## config.mk

```make
export PLATFORM = sky130hd
export DESIGN_NAME = l2_port_scheduler_flat
export DESIGN_NICKNAME = d
export VERILOG_FILES = /design/src/rtl/l2_port_scheduler_if.sv /design/src/rtl/l2_port_scheduler.sv /design/src/flat_wrapper.sv
export SDC_FILE = /design/constraint.sdc
export NUM_CORES = 1
export LEC_CHECK = 0
export BUFFER_PORTS_ARGS = -buffer_cell sky130_fd_sc_hd__buf_2
export CORE_MARGIN = 2
export CORE_UTILIZATION = 64
export DETAILED_ROUTE_END_ITERATION = 8
export PLACE_DENSITY_LB_ADDON = 0.2
export SYNTH_ARGS = -nofsm -noshare
export SYNTH_HDL_FRONTEND = slang
export SYNTH_SLANG_ARGS = --single-unit
```

## constraint.sdc

```tcl
create_clock -name clk -period 5.7 [get_ports clk]
set_input_delay 0.57 -clock clk [delete_from_list [all_inputs] [get_ports clk]]
set_output_delay 0.57 -clock clk [all_outputs]
set_load 0.02 [all_outputs]
```

## src/rtl/l2_port_scheduler_if.sv

```systemverilog
// rtl/l2_port_scheduler_if.sv - L1D/L2 port signals of the scheduler, grouped with directional modports.
interface l2_port_scheduler_if #(
    parameter int AW = 27,
    parameter int PW = 2
);
    logic          wb_push;
    logic [AW-1:0] wb_addr;
    logic          wb_full;
    logic          wb_empty;
    logic [PW-1:0] wb_slot;
    logic          rd_req;
    logic [AW-1:0] rd_addr;
    logic          rd_done;
    logic          l2_req;
    logic          l2_we;
    logic [AW-1:0] l2_addr;
    logic [PW-1:0] l2_slot;
    logic          l2_ack;
    logic          ovf_err;

    modport slave (
        input  wb_push, wb_addr, rd_req, rd_addr, l2_ack,
        output wb_full, wb_empty, wb_slot, rd_done, l2_req, l2_we, l2_addr, l2_slot, ovf_err
    );

    modport master (
        output wb_push, wb_addr, rd_req, rd_addr, l2_ack,
        input  wb_full, wb_empty, wb_slot, rd_done, l2_req, l2_we, l2_addr, l2_slot, ovf_err
    );
endinterface

```

## src/rtl/l2_port_scheduler.sv

```systemverilog
// rtl/l2_port_scheduler.sv - L2 port arbiter between L1D refills and a victim write buffer with RAW ordering.
module l2_port_scheduler #(
    parameter int DEPTH = 4,
    parameter int AW    = 27,
    parameter int PW    = 2
) (
    input  logic                clk,
    input  logic                reset,
    l2_port_scheduler_if.slave  bus
);
    typedef enum logic [1:0] {IDLE, RD, WB} state_t;

    state_t        state_q, state_d;
    logic [AW-1:0] mem_q [DEPTH];
    logic [AW-1:0] mem_d [DEPTH];
    logic [PW-1:0] head_q, head_d;
    logic [PW-1:0] tail_q, tail_d;
    logic [PW:0]   count_q, count_d;
    logic          full_q, full_d;
    logic          empty_q, empty_d;
    logic          ovf_q, ovf_d;
    logic          l2_req_q, l2_req_d;
    logic          l2_we_q, l2_we_d;
    logic [AW-1:0] l2_addr_q, l2_addr_d;
    logic [PW-1:0] l2_slot_q, l2_slot_d;
    logic          rd_done_q, rd_done_d;

    logic          push_acc;
    logic          pop;
    logic          hit;
    logic          hazard;
    logic [PW-1:0] rel;
    logic [AW-1:0] drain_addr;

    always_comb begin
        push_acc = bus.wb_push & ~full_q;
        pop      = (state_q == WB) & bus.l2_ack;

        // An entry is live when its distance from head is below the occupancy.
        hit = 1'b0;
        rel = '0;
        for (int i = 0; i < DEPTH; i++) begin
            rel = PW'(i) - head_q;
            if (({1'b0, rel} < count_q) && (mem_q[i] == bus.rd_addr)) begin
                hit = 1'b1;
            end
        end
        hazard = bus.rd_req & (hit | (push_acc & (bus.wb_addr == bus.rd_addr)));

        mem_d = mem_q;
        if (push_acc) begin
            mem_d[tail_q] = bus.wb_addr;
        end
        tail_d  = tail_q + PW'(push_acc);
        head_d  = head_q + PW'(pop);
        count_d = count_q + (PW+1)'(push_acc) - (PW+1)'(pop);
        full_d  = (count_d == (PW+1)'(DEPTH));
        empty_d = (count_d == '0);
        ovf_d   = ovf_q | (bus.wb_push & full_q);

        // With an empty buffer the only drainable entry is the one being pushed now.
        drain_addr = (count_q == '0) ? bus.wb_addr : mem_q[head_q];

        state_d   = state_q;
        l2_req_d  = l2_req_q;
        l2_we_d   = l2_we_q;
        l2_addr_d = l2_addr_q;
        l2_slot_d = l2_slot_q;
        rd_done_d = 1'b0;

        case (state_q)
            IDLE: begin
                if (!rd_done_q) begin
                    if (bus.rd_req && !hazard) begin
                        state_d   = RD;
                        l2_req_d  = 1'b1;
                        l2_we_d   = 1'b0;
                        l2_addr_d = bus.rd_addr;
                    end else if (hazard || (count_q != '0)) begin
                        state_d   = WB;
                        l2_req_d  = 1'b1;
                        l2_we_d   = 1'b1;
                        l2_addr_d = drain_addr;
                        l2_slot_d = head_q;
                    end
                end
            end
            RD: begin
                if (bus.l2_ack) begin
                    state_d   = IDLE;
                    l2_req_d  = 1'b0;
                    rd_done_d = 1'b1;
                end
            end
            WB: begin
                if (bus.l2_ack) begin
                    state_d  = IDLE;
                    l2_req_d = 1'b0;
                end
            end
            default: state_d = IDLE;
        endcase
    end

    always_ff @(posedge clk) begin
        if (!reset) begin
            state_q   <= IDLE;
            for (int i = 0; i < DEPTH; i++) begin
                mem_q[i] <= '0;
            end
            head_q    <= '0;
            tail_q    <= '0;
            count_q   <= '0;
            full_q    <= 1'b0;
            empty_q   <= 1'b1;
            ovf_q     <= 1'b0;
            l2_req_q  <= 1'b0;
            l2_we_q   <= 1'b0;
            l2_addr_q <= '0;
            l2_slot_q <= '0;
            rd_done_q <= 1'b0;
        end else begin
            state_q   <= state_d;
            mem_q     <= mem_d;
            head_q    <= head_d;
            tail_q    <= tail_d;
            count_q   <= count_d;
            full_q    <= full_d;
            empty_q   <= empty_d;
            ovf_q     <= ovf_d;
            l2_req_q  <= l2_req_d;
            l2_we_q   <= l2_we_d;
            l2_addr_q <= l2_addr_d;
            l2_slot_q <= l2_slot_d;
            rd_done_q <= rd_done_d;
        end
    end

    assign bus.wb_full  = full_q;
    assign bus.wb_empty = empty_q;
    assign bus.wb_slot  = tail_q;
    assign bus.rd_done  = rd_done_q;
    assign bus.l2_req   = l2_req_q;
    assign bus.l2_we    = l2_we_q;
    assign bus.l2_addr  = l2_addr_q;
    assign bus.l2_slot  = l2_slot_q;
    assign bus.ovf_err  = ovf_q;
endmodule
```

## src/flat_wrapper.sv

```systemverilog
// flat-port wrapper written by rule: the top's interface ports become plain ports
module l2_port_scheduler_flat 
#(
    parameter int DEPTH = 4,
    parameter int AW    = 27,
    parameter int PW    = 2
)
  (clk, reset, bus_wb_push, bus_wb_addr, bus_rd_req, bus_rd_addr, bus_l2_ack, bus_wb_full, bus_wb_empty, bus_wb_slot, bus_rd_done, bus_l2_req, bus_l2_we, bus_l2_addr, bus_l2_slot, bus_ovf_err);
  l2_port_scheduler_if #(.AW(AW), .PW(PW)) bus_i ();
  input  logic clk;
  input  logic reset;
  input wire logic [$bits(bus_i.wb_push)-1:0] bus_wb_push;
  input wire logic [$bits(bus_i.wb_addr)-1:0] bus_wb_addr;
  input wire logic [$bits(bus_i.rd_req)-1:0] bus_rd_req;
  input wire logic [$bits(bus_i.rd_addr)-1:0] bus_rd_addr;
  input wire logic [$bits(bus_i.l2_ack)-1:0] bus_l2_ack;
  output wire logic [$bits(bus_i.wb_full)-1:0] bus_wb_full;
  output wire logic [$bits(bus_i.wb_empty)-1:0] bus_wb_empty;
  output wire logic [$bits(bus_i.wb_slot)-1:0] bus_wb_slot;
  output wire logic [$bits(bus_i.rd_done)-1:0] bus_rd_done;
  output wire logic [$bits(bus_i.l2_req)-1:0] bus_l2_req;
  output wire logic [$bits(bus_i.l2_we)-1:0] bus_l2_we;
  output wire logic [$bits(bus_i.l2_addr)-1:0] bus_l2_addr;
  output wire logic [$bits(bus_i.l2_slot)-1:0] bus_l2_slot;
  output wire logic [$bits(bus_i.ovf_err)-1:0] bus_ovf_err;
  assign bus_i.wb_push = bus_wb_push;
  assign bus_i.wb_addr = bus_wb_addr;
  assign bus_i.rd_req = bus_rd_req;
  assign bus_i.rd_addr = bus_rd_addr;
  assign bus_i.l2_ack = bus_l2_ack;
  assign bus_wb_full = bus_i.wb_full;
  assign bus_wb_empty = bus_i.wb_empty;
  assign bus_wb_slot = bus_i.wb_slot;
  assign bus_rd_done = bus_i.rd_done;
  assign bus_l2_req = bus_i.l2_req;
  assign bus_l2_we = bus_i.l2_we;
  assign bus_l2_addr = bus_i.l2_addr;
  assign bus_l2_slot = bus_i.l2_slot;
  assign bus_ovf_err = bus_i.ovf_err;
  l2_port_scheduler #(.DEPTH(DEPTH), .AW(AW), .PW(PW)) u_core (.clk(clk), .reset(reset), .bus(bus_i));
endmodule
```

==> flow_summary.ini <==
[min_path]
hold_depth = 3
hold_end = u_core.bus.ovf_err$_SDFF_PN0_
min_path_type = in -> reg
min-delay-start = bus_wb_push

[routing]
wl_um = 28160
drt_iter0_markers = 1050
remaining_drc_errors = 0
vias = 8178
via_per_inst = 6.369
first_pass_iters = 7
post_drt_wl_per_cell_um = 21.93
ant_nets = 0

[logic_synthesis]
synth.area.top_cells = dfxtp_1, nand2_1, a21boi_0
yosys_warnings = 0
synthCells = 1061
synth_top_area_share_pct = 34.79
synth_cell_types = 39
synth_seq_cells = 152
synth_top_area_cell = dfxtp_1
ys_seq_area_share_pct = 34.79
syn_nets = 1132
synth_area_um2 = 8747
avgSynthCellArea_um2 = 8.244

[finish]
syn_to_final_growth_pct = 9.870
drive_gt1_share_pct = 15.45
n_fill_cell = 1038
nNetsFinal = 1167

[pwr]
internal-power_w = 0.002311
p_leak_nw = 3.551
p_comb_share_pct = 35.8
power_frac_clock_pct = 27.6
ir_worst_vdd_mv = 0.3622
sequentialPowerShare_pct = 36.6
p_switching_w = 0.001531
p_per_area_nw_per_um2 = 399.7
switching_share_pct = 39.84

[timing]
slew_headroom_pct = 14.47
setup_tns_ns = 0
setup_viol = 0
finalCritPeriodShare_pct = 65.26
hold_ws_ns = 0.3998
skew_ns = 0.007281
rsz0062_at_grt = no
finalCriticalPeriod_ns = 3.720
final_hold_viol_count = 0
drv_slew = 0
worst_pin_slew_ns = 1.277
fmax_mhz = 268.8

[clock_tree]
clock_sinks = 152
cts.clk_slew.worst_paths_ns = 0.06
clockBufferDepth = 2
htreeDepth = 4
cts_tree = done
hold_buffers = 0
cts_inserted_buffers = 17
cts_repair_resize_count = 0
cts_setup_buffers = 0
clock_latency_ns = 0.44
root_buffer = clkbuf_16

[run]
cap_viol_max_count = 0

[placed_design]
gp_congestion = 1.022
post-dp-hpwl_um = 18730
numPortBuffers = 95

[global_route]
grt_pass1_vias = 7695
grt_pass1_wl_um = 43640
grt_overflow_total = 0
antenna_found_initial = 0
grt_max_degree = 124
track_usage_pct = 39.47

[outcome]
status = finished clean

[setup_path]
cp_max_fo = 28
end_kind = flip-flop
cp.arrival_ns = 4.03
critPathRequiredTime_ns = 6.01
worstSetupStartpointType = flip-flop
r2r_end = u_core.bus.l2_addr[4]$_SDFFE_PN0P_
critPathKind = reg -> reg
crit-reg2reg-launch = u_core.head_q[1]$_SDFF_PN0_
r2r_cells = 8
rrSetupSlack_ns = 1.98

[die]
start_util_pct = 65.79
ios = 96
die_area_um2 = 14620
die_h_um = 120.9
row_count = 42
core_um2 = 13300
dieWidth_um = 120.9
[placed cells by master, fill, tap and decap left out, types with 27 or more instances in the layout]
cell type and n:
a21oi_1 32, nand2_1 309, nand4_1 50, o21ai_0 32, nand3_1 30, xnor2_1 87, mux4_2 27, dfxtp_1 151
a21boi_0 109, buf_2 95, xor2_1 53
[cell usage after synthesis, drive strengths merged]
cell type and instances:
nand2 309, and2 9, and3 3, ha 11, o21ai 32, nand4 50
xnor2 87, nor4 13, dfxtp 152, buf 50, or2 1, nor3 6
a41o 1, or3 2, nand2b 3, a21oi 33, o21bai 1, xor2 53
a41oi 1, mux2i 2, o2111ai 3, fa 1, mux4 27, clkbuf 42
nand3 30, inv 11, o41a 1, a32oi 1, nor3b 1, o21a 2
nor2 9, a21boi 109, nor2b 5
[cells by family after synthesis]
group	count (synthesis)	synth area share (%)
mux	29	7.181
fa+ha+maj	12	1.802
buf+inv	103	6.036
xor+xnor	140	14.02
simple gates	441	22.06
flops	152	34.79
compound gates	184	14.12
[how the worst max path moves through the flow]
stage / startpoint / slack (ns) / cells after the start / to
2_1_floorplan: u_core.head_q[0]$_SDFF_PN0_ / 3.23 / 13 / u_core.bus.l2_addr[16]$_SDFFE_PN0P_
3_3_place_gp: u_core.head_q[1]$_SDFF_PN0_ / 2.33 / 8 / u_core.bus.l2_addr[20]$_SDFFE_PN0P_
3_5_place_dp: u_core.head_q[1]$_SDFF_PN0_ / 2.11 / 8 / u_core.bus.l2_addr[4]$_SDFFE_PN0P_
4_1_cts: u_core.head_q[1]$_SDFF_PN0_ / 2.09 / 8 / u_core.bus.l2_addr[7]$_SDFFE_PN0P_
5_1_grt: u_core.head_q[1]$_SDFF_PN0_ / 1.84 / 8 / u_core.bus.l2_addr[7]$_SDFFE_PN0P_
6_report: u_core.head_q[1]$_SDFF_PN0_ / 1.98 / 8 / u_core.bus.l2_addr[4]$_SDFFE_PN0P_
[sequential cells by signal, summed over array words and instances (netlist names)]
| register | cells |
|---|---|
| u_core.bus.l2_addr | 27 |
| u_core.bus.l2_req | 1 |
| u_core.bus.l2_slot | 2 |
| u_core.bus.l2_we | 1 |
| u_core.bus.ovf_err | 1 |
| u_core.bus.rd_done | 1 |
| u_core.bus.wb_empty | 1 |
| u_core.bus.wb_full | 1 |
| u_core.bus.wb_slot | 2 |
| u_core.count_q | 3 |
| u_core.head_q | 2 |
| u_core.mem_q | 108 |
| u_core.state_q | 2 |
[worst max-delay path, stage by stage, from the launching register on]
cell and delay, ns:
dfxtp_1 0.95, buf_4 0.42, inv_1 0.08, ha_1 0.30, a21oi_1 0.06, o2111ai_1 0.22, nand3_1 0.85, o21ai_0 0.58
nand3_1 0.12
[layout make-up]
type                            count  area [µm²]  area share, %
Sequential cell                   152        3044          31.68
Timing Repair Buffer              108       573.1          5.963
Clock inverter                      8       76.32         0.7942
Antenna cell                        1       2.502        0.02604
Clock buffer                       22       454.2          4.726
Multi-Input combinational cell    806        5199          54.09
Tap cell                          176       220.2          2.291
Inverter                           11       41.29         0.4296
[power by group through the flow]
stage	Clock (W)	Combinational, W	Sequential (W)
after CTS	0.00105	0.00135	0.00140
after detailed placement	0	0.00133	0.00142
after global routing	0.00110	0.00148	0.00142
after floorplan	0	0.000830	0.00147
after global placement	0	0.00131	0.00142
final	0.00106	0.00138	0.00141
[metal layers]
layer  global-route usage (%)  up-vias  wire length [µm]
li1                         -     3642                 -
met1                    52.07     3867             11000
met2                    62.61      567             13110
met3                    9.680      102              3104
met4                    14.97        0               945
met5                        0        -                 0
[through the flow]
stage	power [W]	instance area [µm²]	worst slack (ns)	std cells	util, %
3_3_place_gp	0.002731	9077	2.331	1253	68.28
5_1_grt	0.004004	9608	1.837	1283	72.27
6_report	0.003841	9610	1.980	1284	72.29
3_5_place_dp	0.002750	9077	2.114	1253	68.28
4_1_cts	0.003798	9608	2.088	1283	72.27
2_1_floorplan	0.002304	8747	3.231	1061	-
No activity file was read; power rests on OpenSTA's default activity.
